$ cat src/rtl/cla_seq_ctrl_if.sv
// Handshake and operand/result bundle for the sequential 16-bit CLA adder.
// The ovf signal exists only when CLA_SEQ_OVF_EN is defined.
interface cla_seq_ctrl_if;
  logic        start;
  logic [15:0] a;
  logic [15:0] b;
  logic        cin;
  logic        ready;
  logic        busy;
  logic        done;
  logic [15:0] sum;
  logic        cout;
`ifdef CLA_SEQ_OVF_EN
  logic        ovf;
`endif

`ifdef CLA_SEQ_OVF_EN
  modport master (output start, a, b, cin, input ready, busy, done, sum, cout, ovf);
  modport slave  (input start, a, b, cin, output ready, busy, done, sum, cout, ovf);
`else
  modport master (output start, a, b, cin, input ready, busy, done, sum, cout);
  modport slave  (input start, a, b, cin, output ready, busy, done, sum, cout);
`endif
endinterface

$ cat src/rtl/cla_seq_ctrl.sv
// Sequential 16-bit adder that pushes one nibble per cycle through a shared 4-bit CLA slice.
// Optional signed-overflow output is enabled by defining CLA_SEQ_OVF_EN.
module cla_seq_ctrl (
  input  logic           clk,
  input  logic           rst,
  cla_seq_ctrl_if.slave  io
);

  typedef enum logic [1:0] {IDLE, BUSY, DONE} state_t;

  state_t      state_q;
  logic [15:0] a_q, b_q, sum_q;
  logic        carry_q;
  logic [1:0]  cnt_q;
  logic        ready_q, busy_q, done_q, cout_q;
`ifdef CLA_SEQ_OVF_EN
  logic        ovf_q;
`endif

  logic [3:0] nib_a, nib_b, g, p, nib_sum;
  logic [4:0] c;

  assign nib_a = a_q[{cnt_q, 2'b00} +: 4];
  assign nib_b = b_q[{cnt_q, 2'b00} +: 4];
  assign g     = nib_a & nib_b;
  assign p     = nib_a ^ nib_b;

  // All nibble carries are formed directly from the registered carry-in.
  assign c[0] = carry_q;
  assign c[1] = g[0] | (p[0] & carry_q);
  assign c[2] = g[1] | (p[1] & g[0]) | (p[1] & p[0] & carry_q);
  assign c[3] = g[2] | (p[2] & g[1]) | (p[2] & p[1] & g[0]) | (p[2] & p[1] & p[0] & carry_q);
  assign c[4] = g[3] | (p[3] & g[2]) | (p[3] & p[2] & g[1]) | (p[3] & p[2] & p[1] & g[0])
              | (p[3] & p[2] & p[1] & p[0] & carry_q);
  assign nib_sum = p ^ c[3:0];

  always_ff @(posedge clk or posedge rst) begin
    if (rst) begin
      state_q <= IDLE;
      a_q     <= '0;
      b_q     <= '0;
      sum_q   <= '0;
      carry_q <= 1'b0;
      cnt_q   <= '0;
      ready_q <= 1'b1;
      busy_q  <= 1'b0;
      done_q  <= 1'b0;
      cout_q  <= 1'b0;
`ifdef CLA_SEQ_OVF_EN
      ovf_q   <= 1'b0;
`endif
    end else begin
      case (state_q)
        IDLE, DONE: begin
          done_q <= 1'b0;
          if (io.start) begin
            a_q     <= io.a;
            b_q     <= io.b;
            carry_q <= io.cin;
            cnt_q   <= '0;
            state_q <= BUSY;
            ready_q <= 1'b0;
            busy_q  <= 1'b1;
          end else begin
            state_q <= IDLE;
            ready_q <= 1'b1;
            busy_q  <= 1'b0;
          end
        end
        BUSY: begin
          sum_q[{cnt_q, 2'b00} +: 4] <= nib_sum;
          carry_q <= c[4];
          cnt_q   <= cnt_q + 2'd1;
          if (cnt_q == 2'd3) begin
            state_q <= DONE;
            done_q  <= 1'b1;
            cout_q  <= c[4];
`ifdef CLA_SEQ_OVF_EN
            ovf_q   <= c[3] ^ c[4];
`endif
            ready_q <= 1'b1;
            busy_q  <= 1'b0;
          end
        end
        default: begin
          state_q <= IDLE;
          ready_q <= 1'b1;
          busy_q  <= 1'b0;
          done_q  <= 1'b0;
        end
      endcase
    end
  end

  assign io.ready = ready_q;
  assign io.busy  = busy_q;
  assign io.done  = done_q;
  assign io.sum   = sum_q;
  assign io.cout  = cout_q;
`ifdef CLA_SEQ_OVF_EN
  assign io.ovf   = ovf_q;
`endif

endmodule

$ cat src/flat_wrapper.sv
// flat-port wrapper written by rule: the top's interface ports become plain ports
module cla_seq_ctrl_flat 
  (clk, rst, io_start, io_a, io_b, io_cin, io_ready, io_busy, io_done, io_sum, io_cout);
  cla_seq_ctrl_if io_i ();
  input  logic clk;
  input  logic rst;
  input wire logic [$bits(io_i.start)-1:0] io_start;
  input wire logic [$bits(io_i.a)-1:0] io_a;
  input wire logic [$bits(io_i.b)-1:0] io_b;
  input wire logic [$bits(io_i.cin)-1:0] io_cin;
  output wire logic [$bits(io_i.ready)-1:0] io_ready;
  output wire logic [$bits(io_i.busy)-1:0] io_busy;
  output wire logic [$bits(io_i.done)-1:0] io_done;
  output wire logic [$bits(io_i.sum)-1:0] io_sum;
  output wire logic [$bits(io_i.cout)-1:0] io_cout;
  assign io_i.start = io_start;
  assign io_i.a = io_a;
  assign io_i.b = io_b;
  assign io_i.cin = io_cin;
  assign io_ready = io_i.ready;
  assign io_busy = io_i.busy;
  assign io_done = io_i.done;
  assign io_sum = io_i.sum;
  assign io_cout = io_i.cout;
  cla_seq_ctrl u_core (.clk(clk), .rst(rst), .io(io_i));
endmodule
$ cat config.mk
export PLATFORM = sky130hd
export DESIGN_NAME = cla_seq_ctrl_flat
export DESIGN_NICKNAME = d
export VERILOG_FILES = /design/src/rtl/cla_seq_ctrl_if.sv /design/src/rtl/cla_seq_ctrl.sv /design/src/flat_wrapper.sv
export SDC_FILE = /design/constraint.sdc
export NUM_CORES = 1
export LEC_CHECK = 0
export ABC_AREA = 1
export CAP_MARGIN = 10
export CELL_PAD_IN_SITES_DETAIL_PLACEMENT = 1
export CELL_PAD_IN_SITES_GLOBAL_PLACEMENT = 2
export CORE_MARGIN = 2
export CORE_UTILIZATION = 26
export DETAILED_ROUTE_END_ITERATION = 10
export HOLD_SLACK_MARGIN = 0.1
export PLACE_DENSITY_LB_ADDON = 0.15
export SLEW_MARGIN = 20
export SYNTH_ARGS = -nofsm -noshare
export SYNTH_HDL_FRONTEND = slang
export SYNTH_SLANG_ARGS = --single-unit
$ cat constraint.sdc
create_clock -name clk -period 2.28 [get_ports clk]
set_clock_uncertainty 0.2 [all_clocks]
set_input_delay 0.57 -clock clk [delete_from_list [all_inputs] [get_ports clk]]
set_output_delay 0.57 -clock clk [all_outputs]
set_load 0.1 [all_outputs]
==> impl_results.md <==
* Max Cap Viol at 0
* Vias per cell at around 4.4
* I/O Pins at 56
* Dominant cell type by area after synthesis: dfrtp_1
* Port bufs at 55
* Die H at 105 um
* Synth-to-Final Area Change at 49.4%
* Nets at around 440
* Ys flop type: dfrtp_1
* Clock buffer depth at 2
* Slew Viols, Final at 0
* HP Class: register to register
* Tmin final at 2240 ps
* Crit path cell chain: inv_2, clkbuf_16, nor2_1, o22ai_2, ha_2, nand4_1, nand2_1, nand2_2, nand3_2, nor2_2, nand2_1, nand2_1
* RSZ-0062 raised after global routing: true
* Clock latency on the worst-skew pair at ~310 ps
* Total congestion overflow at 0
* H-tree Lvls at 2
* Via count at about 2,300
* Top-area cell type share of the netlist area at between 50% and 60%
* CTS tree: yes
* Hold-fix buffers, CTS at 0
* Dpl hpwl at roughly 5100 um
* Diode count at 0
* Yosys warns at 0
* Fill count at 1,160
* Period Utilization, post-route at between 90% and 100%
* Syn_nets at between 300 and 400
* Routed WL at a little over 7000 um
* Setup-failing EPs final at 0
* Async S/R FF share, synth at between 90% and 100%
* Critical Path Max Stage Delay at 430 ps
* Yosys reg bits at 55
* Max Freq at 447 MHz
* Initial antenna violation count at 0
* Outcome: finished, final reports clean
* Worst setup path class: register to register
* Total GRT Usage at 13.7%
* Post-route setup slack at around 45 ps
* Drt initial violations at 39
* Share of layout cells above drive strength 1 at 21.8%
* CP Launch Type: register
* Final Hold Viols at 0
* Largest net degree at the start of global routing at 56
* GPL Wtd Cong at roughly 0.76
* Crit-path max FO at 7
* Core area at about 9800 um2
* First-pass GRT wire length at around 12,000 um
* Syn avg cell area at ~8.2 um2
* Worst slew pin tran at 305 ps
* Number of unique standard cell types used by synthesis at 28
* Clock slew at reported path FFs at roughly 100 ps
* TritonRoute pass-1 iters at 3
* Row Count at 36
* Worst slew margin at approximately 80%
* CP max stage cell: dfrtp_1
* CP most frequent cell: nand2_1
* Final ANT Viol Nets at 0
* Top post-synthesis cells by area: dfrtp_1 51%, nand2_1 19%, o21ai_0 6.1%
* Critical path capture point type: register
* Placement Setup Slack at 24.7 ps
* Die Wd at roughly 100 um
* Mapped cell area at 2630 um2
* Starting density of the core at between 20% and 30%
* Sinks on Clock Net at 55
* Cells after Synth at 320
* Full die area at roughly 11,000 um2
* Residual DRC at 0
* Cts bufs inserted at 5
* Routed length per instance at 13.6 um
* Root Buffer: clkbuf_8
* Worst Path Arrival at roughly 2300 ps
* Number of enable flip-flop cells after synthesis at 0
* Required time of the critical path at about 2300 ps
* Post-synthesis sequential area ratio at a little over half
* Vias in the first global route at 2,442
metal layers:
layer,global-route usage (%),vias up,wire length (um)
met3,2.81,6,228
met1,17.9,1104,3290
met4,4.05,0,100
met2,23.0,34,3510
met5,0,-,0
li1,-,1155,-
flip-flops by register name, summed over array words and instances (netlist names):
name	flops
u_core.a_q	16
u_core.b_q	16
u_core.io.sum	16
u_core.cnt_q	2
u_core.carry_q	1
u_core.io.cout	1
u_core.io.done	1
u_core.io.ready	1
u_core.state_q	1
kinds of logic (layout without fill, tap and decap cells):
group,count (synthesis),after routing,share of synthesized area [%]
buffers and inverters,30,100,5.00
adders and majority gates,11,11,5.52
AOI/OAI and AO/OA,48,48,9.66
DFF,55,55,52.4
and+or+nand+nor,175,175,27.1
xor gates and xnor gates,1,1,0.333
cell usage in the layout (no fill, tap or decap):
| cell | synthesis | final |
|---|---|---|
| nand4_2 | 1 | 1 |
| o22ai_4 | 0 | 2 |
| dfrtp_1 | 54 | 54 |
| nor2_1 | 23 | 16 |
| nor2_2 | 3 | 8 |
| o22ai_2 | 0 | 4 |
| dfstp_2 | 1 | 1 |
| clkbuf_16 | 0 | 1 |
| a21oi_2 | 0 | 1 |
| ha_1 | 10 | 7 |
| clkdlybuf4s50_1 | 0 | 35 |
| o22ai_1 | 9 | 3 |
| inv_1 | 16 | 14 |
| nand3_2 | 1 | 2 |
| o21ai_2 | 0 | 4 |
| nand2_1 | 133 | 132 |
| ha_2 | 0 | 1 |
| buf_12 | 0 | 23 |
| nor2_4 | 1 | 3 |
| nand3b_1 | 1 | 1 |
| o21ai_0 | 32 | 20 |
| o21ai_4 | 0 | 2 |
| clkbuf_8 | 0 | 5 |
| nand2_2 | 3 | 4 |
| ha_4 | 0 | 2 |
| inv_2 | 2 | 5 |
| nand3_1 | 7 | 6 |
| nand4_1 | 2 | 2 |
| xnor2_2 | 0 | 1 |
| o31ai_1 | 1 | 1 |
| o21ai_1 | 5 | 11 |
| buf_4 | 1 | 13 |
| fa_2 | 0 | 1 |
| buf_6 | 1 | 1 |
| clkbuf_1 | 1 | 3 |
final cells by class:
type	instances	area [um2]	area share (%)
tap	133	166	4.24
inverter	19	71.3	1.82
multi-input combinational	235	1290	32.8
sequential	55	1380	35.1
timing repair buffer	73	945	24.1
clock buffer	8	80.1	2.04
final timing paths:
| path | start | endpoint | slack, ps | cells past startpoint |
|---|---|---|---|---|
| worst max-delay path | u_core.cnt_q[0]$_DFFE_PP0P_ | u_core.io.sum[15]$_DFFE_PP0P_ | 40 | 12 |
| worst min-delay path | u_core.b_q[7]$_DFFE_PP0P_ | u_core.b_q[7]$_DFFE_PP0P_ | 290 | 2 |
| worst max register to register | u_core.cnt_q[0]$_DFFE_PP0P_ | u_core.io.sum[15]$_DFFE_PP0P_ | 40 | 12 |
| worst min register to register | u_core.b_q[7]$_DFFE_PP0P_ | u_core.b_q[7]$_DFFE_PP0P_ | 290 | 2 |
| max in group asynchronous | rst | u_core.io.ready$_DFFE_PP1P_ | 1180 | 3 |
| min in group asynchronous | rst | u_core.state_q[0]$_DFFE_PP0P_ | 420 | 3 |
critical path: cells and delay by family (launching register included):
kind                     cells  cell delay, ps
AND/OR/NAND/NOR              8             720
flip-flops                   1             430
adder cells (fa/ha/maj)      1             330
buffers and inverters        2             300
AO/OA/AOI/OAI                1             210
cells in the mapped netlist, types with 3 or more instances:
library cell / n
dfrtp_1: 54
nor2_2: 3
o21ai_0: 32
ha_1: 10
nor2_1: 23
o22ai_1: 9
nand3_1: 7
o21ai_1: 5
inv_1: 16
buf_2: 6
nand2_2: 3
nand2_1: 133
metrics by stage:
stage | instances | setup TNS [ps] | hold slack [ps] | util (%) | cell area (um2)
floorplan | 320 | 0 | 244 | - | 2630
finish | 523 | 0 | 286 | 40.2 | 3930
CTS | 518 | 0 | 291 | 37.9 | 3700
global route | 523 | -364 | 322 | 40.2 | 3930
detailed placement | 510 | 0 | 266 | 37.0 | 3620
global placement | 510 | 0 | 264 | 37.0 | 3620
repair_timing:
| action | 4_1_cts | 5_1_grt |
|---|---|---|
| setup buffers | 0 | 4 |
| pin swaps | 1 | 16 |
| gates cloned | 0 | 1 |
| resized for setup | 0 | 49 |
| endpoints found under the setup margin | 2 | 16 |
| endpoints found under the hold margin | 0 | 0 |
Power is left out: the tool's default activity adds up to more than one toggle a clock period on the data nets, which glitch-free logic cannot reach.
